`src/rtl/axis_out_pkg.sv`:
```
// Shared definitions for the axis_out output stage: FSM encoding and
// the pointer-width helper used by the output buffer.
package axis_out_pkg;

    typedef enum logic [1:0] {
        IDLE = 2'd0,
        RUN  = 2'd1,
        DONE = 2'd2
    } state_e;

    // Smallest r with 2**r >= n; usable in parameter declarations.
    function automatic int unsigned clog2(input int unsigned n);
        int unsigned r;
        r = 0;
        while ((32'd1 << r) < n) begin
            r++;
        end
        return r;
    endfunction

endpackage

```
`src/rtl/axis_out_if.sv`:
```
// Streaming bundle around axis_out: FIR result input and AXI-Stream sm_* output.
interface axis_out_if #(
    parameter int unsigned pDATA_WIDTH = 32
);

    logic [pDATA_WIDTH-1:0] fir_data;
    logic                   fir_valid;
    logic                   fir_ready;
    logic                   sm_tvalid;
    logic [pDATA_WIDTH-1:0] sm_tdata;
    logic                   sm_tlast;
    logic                   sm_tready;

    // master: the axis_out block itself (drives fir_ready and the sm_* master side)
    modport master (
        input  fir_data, fir_valid, sm_tready,
        output fir_ready, sm_tvalid, sm_tdata, sm_tlast
    );

    // slave: FIR core plus stream sink surrounding the block
    modport slave (
        output fir_data, fir_valid, sm_tready,
        input  fir_ready, sm_tvalid, sm_tdata, sm_tlast
    );

endinterface

```
`src/rtl/axis_out_fifo.sv`:
```
// Small synchronous FIFO buffering FIR results ahead of the AXI-Stream port.
// Pointers carry one extra wrap bit so full and empty are distinguishable.
module axis_out_fifo
    import axis_out_pkg::*;
#(
    parameter int unsigned pDATA_WIDTH = 32,
    parameter int unsigned pFIFO_DEPTH = 4
) (
    input  logic                   clk,
    input  logic                   rst_n,
    input  logic                   push,
    input  logic [pDATA_WIDTH-1:0] push_data,
    input  logic                   pop,
    output logic [pDATA_WIDTH-1:0] head_data,
    output logic                   full,
    output logic                   empty
);

    localparam int unsigned AW      = clog2(pFIFO_DEPTH);
    localparam logic [AW:0] PTR_ONE = 1;

    logic [pDATA_WIDTH-1:0] mem_q [pFIFO_DEPTH];
    logic [AW:0]            wr_ptr_q;
    logic [AW:0]            rd_ptr_q;
    logic                   do_push;
    logic                   do_pop;

    assign empty   = (wr_ptr_q == rd_ptr_q);
    assign full    = (wr_ptr_q[AW] != rd_ptr_q[AW]) &&
                     (wr_ptr_q[AW-1:0] == rd_ptr_q[AW-1:0]);
    assign do_push = push && !full;
    assign do_pop  = pop && !empty;

    // NOTE: sequential state is updated with non-blocking assignments so every
    // register samples pre-edge values regardless of statement order.
    always_ff @(posedge clk or negedge rst_n) begin
        if (!rst_n) begin
            wr_ptr_q <= '0;
            rd_ptr_q <= '0;
        end else begin
            if (do_push) wr_ptr_q <= wr_ptr_q + PTR_ONE;
            if (do_pop)  rd_ptr_q <= rd_ptr_q + PTR_ONE;
        end
    end

    // NOTE: storage has no reset; entry validity is defined purely by the
    // pointers, so stale contents can never be observed as valid data.
    always_ff @(posedge clk) begin
        if (do_push) mem_q[wr_ptr_q[AW-1:0]] <= push_data;
    end

    assign head_data = mem_q[rd_ptr_q[AW-1:0]];

endmodule

```
`src/rtl/axis_out.sv`:
```
// AXI-Stream master for FIR results: buffers beats, applies backpressure to the
// FIR core, marks the last beat of a frame and pulses axis_done at frame end.
module axis_out
    import axis_out_pkg::*;
#(
    parameter int unsigned pDATA_WIDTH = 32,
    parameter int unsigned pLEN_WIDTH  = 32,
    parameter int unsigned pFIFO_DEPTH = 4
) (
    input  logic                  clk,
    input  logic                  rst_n,
    axis_out_if.master            bus,
    input  logic                  ap_start_i,
    input  logic [pLEN_WIDTH-1:0] data_length_i,
    output logic                  axis_done_o,
    output logic                  busy_o
);

    localparam logic [pLEN_WIDTH-1:0] CNT_ONE = 1;

    state_e                 state_q;
    logic [pLEN_WIDTH-1:0]  len_q;
    logic [pLEN_WIDTH-1:0]  in_cnt_q;
    logic [pLEN_WIDTH-1:0]  out_cnt_q;
    logic                   push;
    logic                   pop;
    logic                   fifo_full;
    logic                   fifo_empty;
    logic [pDATA_WIDTH-1:0] head_data;

    axis_out_fifo #(
        .pDATA_WIDTH (pDATA_WIDTH),
        .pFIFO_DEPTH (pFIFO_DEPTH)
    ) u_fifo (
        .clk       (clk),
        .rst_n     (rst_n),
        .push      (push),
        .push_data (bus.fir_data),
        .pop       (pop),
        .head_data (head_data),
        .full      (fifo_full),
        .empty     (fifo_empty)
    );

    // Acceptance depends only on registered state, never on sm_tready.
    assign bus.fir_ready = (state_q == RUN) && !fifo_full && (in_cnt_q < len_q);
    assign push          = bus.fir_valid && bus.fir_ready;

    // Data is forced to zero while invalid so reset leaves every output at 0.
    assign bus.sm_tvalid = !fifo_empty;
    assign bus.sm_tdata  = fifo_empty ? '0 : head_data;
    assign bus.sm_tlast  = bus.sm_tvalid && (out_cnt_q == len_q - CNT_ONE);
    assign pop           = bus.sm_tvalid && bus.sm_tready;

    assign axis_done_o   = (state_q == DONE);
    assign busy_o        = (state_q == RUN);

    always_ff @(posedge clk or negedge rst_n) begin
        if (!rst_n) begin
            state_q   <= IDLE;
            len_q     <= '0;
            in_cnt_q  <= '0;
            out_cnt_q <= '0;
        end else begin
            unique case (state_q)
                IDLE: begin
                    if (ap_start_i) begin
                        len_q     <= data_length_i;
                        in_cnt_q  <= '0;
                        out_cnt_q <= '0;
                        state_q   <= (data_length_i == '0) ? DONE : RUN;
                    end
                end
                RUN: begin
                    if (push) in_cnt_q  <= in_cnt_q + CNT_ONE;
                    if (pop)  out_cnt_q <= out_cnt_q + CNT_ONE;
                    if (pop && bus.sm_tlast) state_q <= DONE;
                end
                DONE:    state_q <= IDLE;
                default: state_q <= IDLE;
            endcase
        end
    end

endmodule

```
`src/flat_wrapper.sv`:
```
// flat-port wrapper written by rule: the top's interface ports become plain ports
module axis_out_flat import axis_out_pkg::*;
#(
    parameter int unsigned pDATA_WIDTH = 32,
    parameter int unsigned pLEN_WIDTH  = 32,
    parameter int unsigned pFIFO_DEPTH = 4
)
  (clk, rst_n, ap_start_i, data_length_i, axis_done_o, busy_o, bus_fir_data, bus_fir_valid, bus_sm_tready, bus_fir_ready, bus_sm_tvalid, bus_sm_tdata, bus_sm_tlast);
  axis_out_if #(.pDATA_WIDTH(pDATA_WIDTH)) bus_i ();
  input  logic clk;
  input  logic rst_n;
  input  logic ap_start_i;
  input  logic [pLEN_WIDTH-1:0] data_length_i;
  output logic axis_done_o;
  output logic busy_o;
  input wire logic [$bits(bus_i.fir_data)-1:0] bus_fir_data;
  input wire logic [$bits(bus_i.fir_valid)-1:0] bus_fir_valid;
  input wire logic [$bits(bus_i.sm_tready)-1:0] bus_sm_tready;
  output wire logic [$bits(bus_i.fir_ready)-1:0] bus_fir_ready;
  output wire logic [$bits(bus_i.sm_tvalid)-1:0] bus_sm_tvalid;
  output wire logic [$bits(bus_i.sm_tdata)-1:0] bus_sm_tdata;
  output wire logic [$bits(bus_i.sm_tlast)-1:0] bus_sm_tlast;
  assign bus_i.fir_data = bus_fir_data;
  assign bus_i.fir_valid = bus_fir_valid;
  assign bus_i.sm_tready = bus_sm_tready;
  assign bus_fir_ready = bus_i.fir_ready;
  assign bus_sm_tvalid = bus_i.sm_tvalid;
  assign bus_sm_tdata = bus_i.sm_tdata;
  assign bus_sm_tlast = bus_i.sm_tlast;
  axis_out #(.pDATA_WIDTH(pDATA_WIDTH), .pLEN_WIDTH(pLEN_WIDTH), .pFIFO_DEPTH(pFIFO_DEPTH)) u_core (.clk(clk), .rst_n(rst_n), .bus(bus_i), .ap_start_i(ap_start_i), .data_length_i(data_length_i), .axis_done_o(axis_done_o), .busy_o(busy_o));
endmodule
```
`config.mk`:
```
export PLATFORM = sky130hd
export DESIGN_NAME = axis_out_flat
export DESIGN_NICKNAME = d
export VERILOG_FILES = /design/src/rtl/axis_out_pkg.sv /design/src/rtl/axis_out_if.sv /design/src/rtl/axis_out_fifo.sv /design/src/rtl/axis_out.sv /design/src/flat_wrapper.sv
export SDC_FILE = /design/constraint.sdc
export NUM_CORES = 1
export LEC_CHECK = 0
export ABC_AREA = 1
export CORE_ASPECT_RATIO = 1.5
export CORE_MARGIN = 2
export CORE_UTILIZATION = 30
export DETAILED_ROUTE_END_ITERATION = 8
export GPL_ROUTABILITY_DRIVEN = 0
export GPL_TIMING_DRIVEN = 0
export PLACE_DENSITY_LB_ADDON = 0.12
export SYNTH_ARGS = -nofsm -noshare
export SYNTH_HDL_FRONTEND = slang
export SYNTH_SLANG_ARGS = --single-unit
export TNS_END_PERCENT = 100
```
`constraint.sdc`:
```
create_clock -name clk -period 6.75 [get_ports clk]
set_clock_uncertainty 0.1 [all_clocks]
set_input_delay 1.35 -clock clk [delete_from_list [all_inputs] [get_ports clk]]
set_output_delay 1.35 -clock clk [all_outputs]
set_load 0.01 [all_outputs]
```
* Yosys cells after proc, flatten, opt, wreduce, memory -nomap -nowiden *
Memory sizes are Yosys's and may differ from the RTL's.
Index checks and enable logic that the tools add are counted.

operators by class
  add/sub/neg operators = 5
  magnitude comparators = 1
  eq/ne operators = 10
  muxes and demuxes = 12
  reductions and logical operators = 18

operators by type and width
  kind                                                                      number
  32-bit two-way mux                                                        4
  32-bit case mux with 2 select lines                                       2
  32-bit by 1-bit adder with 32-bit output (second input constant)          2
  32-bit equality test                                                      1
  32-bit zero test                                                          1
  32-bit less-than comparator                                               1
  32-bit by 1-bit subtractor with 32-bit output (second input constant)     1
  1-bit logical AND                                                         9
  3-bit by 1-bit adder with 3-bit output (second input constant)            2
  2-bit two-way mux                                                         3
  2-bit by 1-bit inequality test with 1-bit output (second input constant)  3
  3-bit AND reduction                                                       2
  2-bit case mux with 2 select lines                                        1
  2-bit AND reduction                                                       2
  3-bit equality test                                                       1
  2-bit by 1-bit equality test with 1-bit output (second input constant)    1
  2-bit equality test                                                       1
  2-bit equality test (second input constant)                               1
  1-bit zero test                                                           2
  2-bit zero test                                                           1
  1-bit two-way mux                                                         2
  2-bit inequality test (second input constant)                             1
  2-bit nonzero test                                                        1
  1-bit inequality test                                                     1

word-level totals
  flip-flop bits (word level) = 104
  bits in writable memories = 128
  input port bits = 69
  output and inout bits = 37
  logic and storage cells = 53
  memories = 1

memory list
  name                 words  bits a word  read ports  clocked after Yosys merged registers in  write ports  RTL line             RTL
  u_core.u_fifo.mem_q  4      32           1           0                                        1            axis_out_fifo.sv:22  logic [pDATA_WIDTH-1:0] mem_q [pFIFO_DEPTH];

* Depth between registers and ports, before layout *
Gate-level depths: netlist (run 1).

  depth in word-level cells = 9
  depth in mapped cells = 16
  depth with buffers taken out = 16

* Cells and area by module *
A second synthesis (run 1) with hierarchy kept.

unflattened totals
  cells, all modules = 1,576
  area total of the unflattened synthesis = 13,097.6 um2

modules (own cells, without submodules)
  module         instances  cells an instance  area an instance (um2)  seq. area each (um2)
  axis_out       1          1,206              7,926.4                 2,452.4
  axis_out_fifo  1          370                5,171.2                 3,993.8

* Worst setup path after synthesis (run 1) *
OpenSTA, ideal clock, no wires.

  kind = input-to-reg
  start point = in bus_fir_valid
  end point = mem u_core.u_fifo.mem_q[0][0] (enable)
  setup time = 0.421 ns
  arrival = 2.966 ns
  required time = 6.229 ns
  slack = 3.263 ns
  stages = 3
  path buffers = 1
  cell sequence = nand3b_4 > buf_2 > nor2_1

between the ends
  longest elaborated chain between the ends = 4

ends and longest elaborated chain
  item                                     RTL line             RTL
  start, declared                          flat_wrapper.sv:17   input wire logic [$bits(bus_i.fir_valid)-1:0] bus_fir_valid;
  1-bit logical AND                        axis_out.sv:47       assign push = bus.fir_valid && bus.fir_ready;
  1-bit logical AND                        axis_out_fifo.sv:31  assign do_push = push && !full;
  1-bit two-way mux                        axis_out_fifo.sv:49  if (do_push) mem_q[wr_ptr_q[AW-1:0]] <= push_data;
  1-bit two-way mux (not written as such)  axis_out_fifo.sv:49
  end, declared                            axis_out_fifo.sv:22

Every way passes these cells.

* Worst setup path after layout (run 1) *
  start point = reg u_core.len_q[0]
  end point = out bus_sm_tlast

between the ends
  longest elaborated chain between the ends = 3

ends and longest elaborated chain
  item                                           RTL line            RTL
  start, declared                                axis_out.sv:22      logic [pLEN_WIDTH-1:0] len_q;
  start signal, assigned                         axis_out.sv:68      len_q <= data_length_i;
  32-bit by 1-bit subtractor with 32-bit output  axis_out.sv:52      assign bus.sm_tlast = bus.sm_tvalid && (out_cnt_q == len_q - CNT_ONE);
  32-bit equality test                           axis_out.sv:52
  1-bit logical AND                              axis_out.sv:52
  end, declared                                  flat_wrapper.sv:22  output wire logic [$bits(bus_i.sm_tlast)-1:0] bus_sm_tlast;

Every way passes these cells.

==> reports/qor.yml, run 1 <==
status: "finished clean"
rsz0062_at_grt: "no"
post_cts_resize_count: 0
track_usage_pct: 20.0
cts_hold_buffers: 0
async_flop_share_pct: 44.8
setup_viol: 0
yosys.area.top_type_share_pct: 28.9
period_needed_ns: 5.06
report.final.slew_viol_count: 0
start_kind: "flop"
antenna_found_initial: 0
post-cts-setup-buffer-count: 0
hold_start: "u_core.u_fifo.rd_ptr_q[2]"
grt_pass1_vias: 12162
first_pass_iters: 7
finalNetCount: 1863
synth_warnings: 0
arrival_ns: 3.61
r2r_cells: 11
first_iter_violations: 619
antenna_cells: 0
grt_pass1_wl_mm: 69.4
drv_cap: 0
dp_hpwl_mm: 34.9
cts_buffer_depth: 3
max_freq_ghz: 0.198
wl_mm: 45.7
synth_common_cells: "380 x nand2_1, 221 x nor2_1, 174 x inv_1"
syn_avg_cell_area_um2: 8.24
dieArea_um2: 46100
syn_nets: 1724
netlist_area_um2: 13300
core-area_um2: 43900
grt_max_degree: 88
syn_to_final_growth_pct: 21.3
hold_class: "reg -> reg"
final_core_util_pct: 36.8
remaining_drc_errors: 0
ys_types: 47
pre_cts_ws_ns: 2.30
pin_count: 106
cp_common_cell: "nand3_1"
port_buffers: 105
start_util_pct: 30.3
drive_gt1_share_pct: 6.36
netlist_instances: 1616
clk_latency_ns: 0.58
synth_edf_count: 128
r2r_start: "u_core.len_q[3]"
htree_levels: 1
via_per_inst: 4.95
cts_tree: "built"
crit_fanout: 10
hold_violations: 0
wire_per_inst_um: 19.4
vias: 11647
dieWidth_um: 176
cts_buffers: 27
die_h_um: 262
cts_root_buffer: "clkbuf_16"
synth_area_leaders: "edfxtp_1 29%, dfrtp_1 20%, nand2_1 11%, nor2_1 6.2%, inv_1 4.9%"
yosysMostFrequentCell: "nand2_1"
ant_nets: 0
required_ns: 5.30
p_leak_nw: 6.60
cp-end-kind: "output pin"
rows: 94
synth_top_area_cell: "edfxtp_1"
grt_overflow: 0
path_clk_slew_ns: 0.06
crit_slowest_cell: "clkdlybuf4s50_1"
ys_ff_latch: 232
ir_worst_vdd_mv: 0.243
max_stage_delay_ns: 0.55
worst_slew_pin_slew_ns: 0.907
worstSetupPathType: "reg -> out"
clock-sinks: 232
crit_chain: "inv_1, ha_1, nand2_2, nor2_8, nand3_1, nand2_1, nand3_1, nor2_1, nand2_1, nor3_1, nand3_1, nor2_1, clkdlybuf4s50_1"
min_path_cells: 1
power_density_nw_per_um2: 399
relSlewSlack_pct: 39.0
yosysSeqAreaShare_pct: 48.4
setup.worst_path.start: "u_core.len_q[0]"
fin_ws_ns: 1.69
min_period_over_period_pct: 75.0
ys.flop_type: "edfxtp_1"
critical path, delay by kind of cell, from the launching register on:
family | cells | cell delay [ns]
buffers and inverters | 2 | 0.75
adder cells (fa/ha/maj) | 1 | 0.26
AND/OR/NAND/NOR | 10 | 1.65
flip-flops | 1 | 0.37
state kept, by name, indices dropped and copies added, names as in the netlist:
| name | flops |
|---|---|
| u_core.u_fifo.rd_ptr_q | 3 |
| u_core.u_fifo.mem_q | 128 |
| u_core.state_q | 2 |
| u_core.in_cnt_q | 32 |
| u_core.len_q | 32 |
| u_core.out_cnt_q | 32 |
| u_core.u_fifo.wr_ptr_q | 3 |
stage by stage:
stage	setup TNS [ns]	cells	hold WS [ns]	cell area, µm²	total power [mW]
2_1_floorplan	0	1616	0.402	13300	3.62
3_3_place_gp	-33.59	2297	0.431	15100	4.89
3_5_place_dp	0	2302	0.428	15200	4.93
4_1_cts	0	2352	0.438	16100	6.52
5_1_grt	0	2352	0.477	16100	6.88
6_report	0	2352	0.432	16100	6.44
cell usage in the layout (no fill, tap or decap), drive strengths merged, types with 2 or more instances in the layout:
master         instances
a21oi                 25
buf                   19
bufinv                 4
clkbuf                77
clkdlybuf4s50        104
clkinv                 7
clkinvlp               2
dfrtp                104
edfxtp               128
ha                    39
inv                  182
nand2                391
nand3                 89
nand3b                 4
nand4                 40
nor2                 233
nor3                  43
nor3b                  2
nor4                  22
o21ai                131
o21bai                 4
o22ai                 32
o31ai                 13
xnor2                 26
xor2                  49
final cells by class:
class | instances | area, µm²
Fill cell | 4575 | 27700
Sequential cell | 232 | 6450
Multi-Input combinational cell | 1149 | 5970
Timing Repair Buffer | 110 | 1160
Clock buffer | 36 | 739
Tap cell | 576 | 721
Inverter | 181 | 687
Buffer | 54 | 236
Clock inverter | 14 | 193
power by group:
| group | internal [mW] | leakage (nW) | switching, mW |
|---|---|---|---|
| Clock | 0.927 | 0.453 | 0.642 |
| Sequential | 1.74 | 2.54 | 0.207 |
| Combinational | 1.01 | 3.61 | 1.92 |
| Total | 3.67 | 6.60 | 2.77 |
worst paths after layout:
| kind | to | slack, ns |
|---|---|---|
| worst max-delay path | bus_sm_tlast | 1.69 |
| worst min-delay path | u_core.u_fifo.rd_ptr_q[2] | 0.43 |
| worst max register to register | u_core.u_fifo.mem_q[0][5] | 3.54 |
| worst min register to register | u_core.u_fifo.rd_ptr_q[2] | 0.43 |
| max in group asynchronous | u_core.len_q[24] | 5.26 |
| min in group asynchronous | u_core.state_q[0] | 0.52 |
layer usage:
layer	track usage, %	routed length [µm]	up-vias
met4	10.5	2470	0
met2	39.5	25000	295
met5	0	0	-
met3	2.18	1580	121
met1	20.4	16600	5571
li1	-	-	5660
logic make-up after synthesis:
logic type	Yosys count	share of synthesized area [%]
adder cells (fa/ha/maj)	39	3.67
flip-flops	232	48.4
XOR/XNOR	75	4.99
AO/OA/AOI/OAI	209	8.78
buffers and inverters	235	6.94
AND/OR/NAND/NOR	826	27.2
(Power assumes the default switching activity.)
==> inputs of run 2 (changes only) <==
Clock period 6.75 ns to 4.4 ns, I/O delays scaled along.
==> reports/qor.yml, run 2 (synthesis results as in run 1) <==
status: "finished clean"
relSlewSlack_pct: 42.5  # +3.5 points
switching_share_pct: 43.1  # +0.11 points
syn_to_final_growth_pct: 21.9
nFillCells: 4568  # -0.15%
cts_buffer_depth: 3  # unchanged
first_pass_iters: 5  # -2
routed-wl-met3_mm: 1.63  # +2.8%
wl_met1_mm: 16.6  # -0.53%
drv_cap: 0  # unchanged
worstSetupPathType: "reg -> out"
ir_worst_vdd_mv: 0.372  # +53%
hold_class: "in -> async"
wire_per_inst_um: 19.4  # about the same
rsz0062_at_grt: "no"
pre_cts_ws_ns: 0.417  # -1.88 ns
antenna_found_initial: 0  # unchanged
vias: 11731  # +0.72%
final_area_um2: 16200  # +0.48%
clk_latency_ns: 0.58  # about the same
dieWidth_um: 176  # unchanged
dp_hpwl_mm: 34.9  # unchanged
layout_common_cells: "377 x nand2_1, 211 x nor2_1, 172 x inv_1, 128 x edfxtp_1, 123 x o21ai_0"
hold_violations: 0  # unchanged
dieArea_um2: 46100  # unchanged
htree_levels: 1  # unchanged
min_period_over_period_pct: 90.6
start_kind: "flop"
start_util_pct: 30.3  # unchanged
crit_slowest_cell: "clkdlybuf4s50_1"
via_per_inst: 4.98  # +0.64%
cts_tree: "built"
track_usage_pct: 20.0  # about the same
worst_slew_pin_slew_ns: 0.859  # -0.0478 ns
top_layer_used: "met4"
remaining_drc_errors: 0  # unchanged
pwr-share-seq_pct: 30.2  # about the same
cts_root_buffer: "clkbuf_16"
cp-end-kind: "output pin"
die_h_um: 262  # unchanged
first_iter_violations: 565  # -8.7%
grt_pass1_vias: 12174  # +0.099%
period_needed_ns: 3.99
fin_ws_ns: 0.414  # -1.28 ns
cp_top_family: "buffers and inverters"
clkPwrFrac_pct: 24.3  # about the same
placed_cell_area_um2: 15200  # unchanged
path_clk_slew_ns: 0.07  # about the same
crit_fanout: 5  # -5
arrival_ns: 3.01  # -0.60 ns
power_density_nw_per_um2: 611  # +53%
required_ns: 3.42  # -1.88 ns
antenna_cells: 0  # unchanged
setup_viol: 0  # unchanged
ant_nets: 0  # unchanged
wl_met2_mm: 25.1  # +0.36%
grt_pass1_wl_mm: 69.4  # about the same
pin_count: 106  # unchanged
largest_reg_flops: 128  # unchanged
max_stage_delay_ns: 0.58  # +0.03 ns
max_freq_ghz: 0.251
p_switching_mw: 4.27  # +55%
rows: 94  # unchanged
grt_overflow: 0  # unchanged
path_buf_inv: 2  # unchanged
report.final.slew_viol_count: 0  # unchanged
combPwrFrac_pct: 45.6  # +0.2 points
clock-sinks: 232  # unchanged
crit_chain: "inv_1, ha_1, a21oi_1, a21oi_1, o21ai_0, nand2_1, a21oi_1, clkdlybuf4s50_1"
finalNetCount: 1865  # +0.11%
cp_common_cell: "a21oi_1"
p_leak_nw: 6.63  # +0.43%
wl_mm: 45.7  # +0.14%
cts_buffers: 27  # unchanged
grt_max_degree: 88  # unchanged
core-area_um2: 43900  # unchanged
port_buffers: 105  # unchanged
drive_gt1_share_pct: 7.37  # +1.0 points
intPower_mw: 5.65  # +54%
final_common_cell: "nand2_1"
finalSetupTns_ns: 0  # unchanged
==> run 2: changes by cell type in the layout (fill, tap and decap cells not counted), sizes merged <==
cell,previous run,this run
clkdlybuf4s50,104,103
dlymetal6s2s,0,1
buf,19,21
==> run 2: per-stage QoR <==
stage / hold slack, ns / std cells / utilization (%) / power [mW]
4_1_cts: 0.0313 / 2352 / 36.9 / 10.0
3_3_place_gp: 0.431 / 2297 / 34.4 / 7.50
3_5_place_dp: 0.428 / 2302 / 34.7 / 7.56
2_1_floorplan: 0.402 / 1616 / - / 5.55
6_report: 0.0475 / 2354 / 37.0 / 9.92
5_1_grt: 0.0464 / 2354 / 37.0 / 10.6
==> run 2: area by class of cell <==
cell class,instances,area [µm²],share of cell area (%)
buffer,54,236,1.46
clock inverter,14,193,1.19
clock buffer,36,739,4.56
multi-input combinational,1149,6030,37.1
sequential,232,6450,39.7
tap,576,721,4.44
inverter,181,687,4.23
timing repair buffer,112,1180,7.26
==> run 2: metal layers <==
layer | up-vias | global-route usage (%)
li1 | 5670 | -
met1 | 5607 | 20.4
met2 | 324 | 39.7
met3 | 130 | 2.16
met4 | 0 | 10.3
met5 | - | 0
==> run 2: final timing paths <==
kind	from	end	slack [ns]	cells past startpoint
worst max-delay path	u_core.len_q[3]	bus_fir_ready	0.41	8
worst min-delay path	rst_n	u_core.state_q[0]	0.05	1
worst max register to register	u_core.len_q[3]	u_core.u_fifo.mem_q[0][5]	1.21	11
worst min register to register	u_core.u_fifo.rd_ptr_q[2]	u_core.u_fifo.rd_ptr_q[2]	0.43	1
max in group asynchronous	rst_n	u_core.u_fifo.wr_ptr_q[0]	3.38	2
min in group clk	u_core.u_fifo.rd_ptr_q[2]	u_core.u_fifo.rd_ptr_q[2]	0.43	1
==> run 2: power by group through the flow <==
| stage | logic [mW] | registers [mW] | clock network (mW) |
|---|---|---|---|
| 2_1_floorplan | 2.63 | 2.92 | 0 |
| 3_3_place_gp | 4.46 | 3.04 | 0 |
| 3_5_place_dp | 4.53 | 3.02 | 0 |
| 4_1_cts | 4.57 | 2.99 | 2.46 |
| 5_1_grt | 5.03 | 3.03 | 2.54 |
| 6_report | 4.52 | 2.99 | 2.41 |
==> run 2: what timing repair did <==
item,CTS,global route
hold buffers,0,0
pin swaps,0,5
setup buffers,0,2
gates cloned,0,0
resized for setup,6,16
setup endpoints to repair,1,1
==> inputs of run 3 (changes only) <==
Settings changed: CAP_MARGIN set to 40.
==> reports/qor.yml, run 3 (synthesis results as in run 1) <==
hold_violations: 0  # unchanged
multi_input_area_um2: 6040  # +0.31%
drive_gt1_share_pct: 7.19  # -0.18 points
grt_overflow: 0  # unchanged
arrival_ns: 2.97  # -0.04 ns
first_iter_violations: 682  # +21%
final_common_cell: "nand2_1"
vias: 11648  # -0.71%
max_stage_delay_ns: 0.45  # -0.13 ns
port_buffers: 105  # unchanged
rows: 94  # unchanged
wl_mm: 45.7  # -0.15%
path_clk_slew_ns: 0.07  # about the same
setup_viol: 0  # unchanged
ant_nets: 0  # unchanged
required_ns: 3.42  # about the same
start_util_pct: 30.3  # unchanged
report.final.slew_viol_count: 0  # unchanged
wire_per_inst_um: 19.4  # -0.23%
seqCellArea_um2: 6450  # unchanged
finalSetupTns_ns: 0  # unchanged
grt_pass1_wl_mm: 69.8  # +0.58%
dieArea_um2: 46100  # unchanged
remaining_drc_errors: 0  # unchanged
cp_top_family: "simple AND/OR/NAND/NOR gates"
pin_count: 106  # unchanged
cts_buffer_depth: 3  # unchanged
max_freq_ghz: 0.253  # +1.0%
crit_chain: "nor2_1, nand2_1, nor2_2, nand2_2, nand2_1, nand3_1, nor2_1, nand4_1, nor3_2, nand3_1, nor2_1, dlymetal6s2s_1"
finalNetCount: 1868  # +0.16%
ir_worst_vdd_mv: 0.413  # +11%
relSlewSlack_pct: 48.3  # +5.7 points
grt_max_degree: 84  # -4.5%
largest_reg_flops: 128  # unchanged
grt_pass1_vias: 12185  # +0.090%
via_per_inst: 4.94  # -0.79%
drv_cap: 0  # unchanged
first_pass_iters: 5  # unchanged
antenna_cells: 0  # unchanged
cp-end-kind: "output pin"
cts_root_buffer: "clkbuf_16"
clock-sinks: 232  # unchanged
cp_common_cell: "nor2_1"
power_density_nw_per_um2: 605  # -0.98%
start_kind: "flop"
antenna_found_initial: 0  # unchanged
p_leak_nw: 6.64  # +0.21%
min_period_over_period_pct: 89.7  # -0.89 points
rsz0062_at_grt: "no"
core-area_um2: 43900  # unchanged
cts_tree: "built"
worst_slew_pin_slew_ns: 0.769  # -0.0900 ns
syn_to_final_growth_pct: 21.8  # about the same
clk_latency_ns: 0.55  # -0.03 ns
worstSetupPathType: "reg -> out"
crit_fanout: 5  # unchanged
layout_common_cells: "377 x nand2_1, 213 x nor2_1, 172 x inv_1, 128 x edfxtp_1, 124 x o21ai_0"
hold_class: "in -> async"
period_needed_ns: 3.95  # -0.0393 ns
crit_slowest_cell: "dfrtp_1"
dieWidth_um: 176  # unchanged
final_core_util_pct: 37.0  # about the same
holdWs_ns: 0.0862  # +0.0386 ns
dp_hpwl_mm: 34.8  # -0.28%
cts_buffers: 26  # -3.7%
track_usage_pct: 19.9  # -0.055 points
path_buf_inv: 1  # -1
nFillCells: 4566  # -0.044%
die_h_um: 262  # unchanged
status: "finished clean"
htree_levels: 1  # unchanged
run 3: cell count changes in the layout (fill, tap and decap cells not counted), moves of 2 or more:
cell and change:
clkinv_4 -2, buf_4 +2, clkbuf_8 -3, clkinvlp_4 -2, nor2_2 -2, clkinv_1 +6, nor2_1 +2
run 3: final timing paths:
path	from	to	slack, ns	cells past startpoint
max	u_core.len_q[3]	bus_sm_tlast	0.45	12
min	rst_n	u_core.len_q[14]	0.09	1
max reg2reg	u_core.len_q[3]	u_core.u_fifo.mem_q[1][1]	1.23	11
min reg2reg	u_core.u_fifo.rd_ptr_q[2]	u_core.u_fifo.rd_ptr_q[2]	0.43	1
max in group asynchronous	rst_n	u_core.in_cnt_q[29]	3.38	2
min in group clk	u_core.u_fifo.rd_ptr_q[2]	u_core.u_fifo.rd_ptr_q[2]	0.43	1
run 3: area by class of cell:
class	instances	area share, %
sequential	232	39.8
multi-input combinational	1149	37.3
buffer	54	1.46
inverter	181	4.24
clock inverter	16	1.09
clock buffer	32	4.28
timing repair buffer	116	7.45
tap	576	4.44
run 3: metrics by stage:
stage | cells | total power [mW] | instance area, µm² | setup slack (ns)
after floorplan | 1616 | 5.55 | 13300 | 0.962
after global placement | 2297 | 7.50 | 15100 | -2.21
after detailed placement | 2305 | 7.55 | 15200 | 0.401
after CTS | 2353 | 9.89 | 16100 | 0.00551
after global routing | 2356 | 10.5 | 16200 | 0.215
final | 2356 | 9.82 | 16200 | 0.453
run 3: repair_timing:
item                       in CTS  in global routing
pin swaps                       0                  5
setup buffers                   0                  3
setup endpoints to repair       1                  1
hold buffers                    0                  0
hold endpoints to repair        0                  0
cloned                          0                  0
gates resized for setup         4                 19
run 3: metal layers:
metal	track usage, %	vias to the layer above	routed length (µm)
met4	8.15	0	1850
met1	20.5	5563	16700
met5	0	-	0
met3	2.13	106	1580
li1	-	5662	-
met2	40.3	317	25600
run 3: report_power, final:
group          switching, mW  leakage, nW  total [mW]  internal, mW
clock network          0.919        0.429        2.27          1.35
registers              0.323         2.54        2.99          2.67
logic                   2.98         3.67        4.56          1.57
total                   4.22         6.64        9.82          5.59
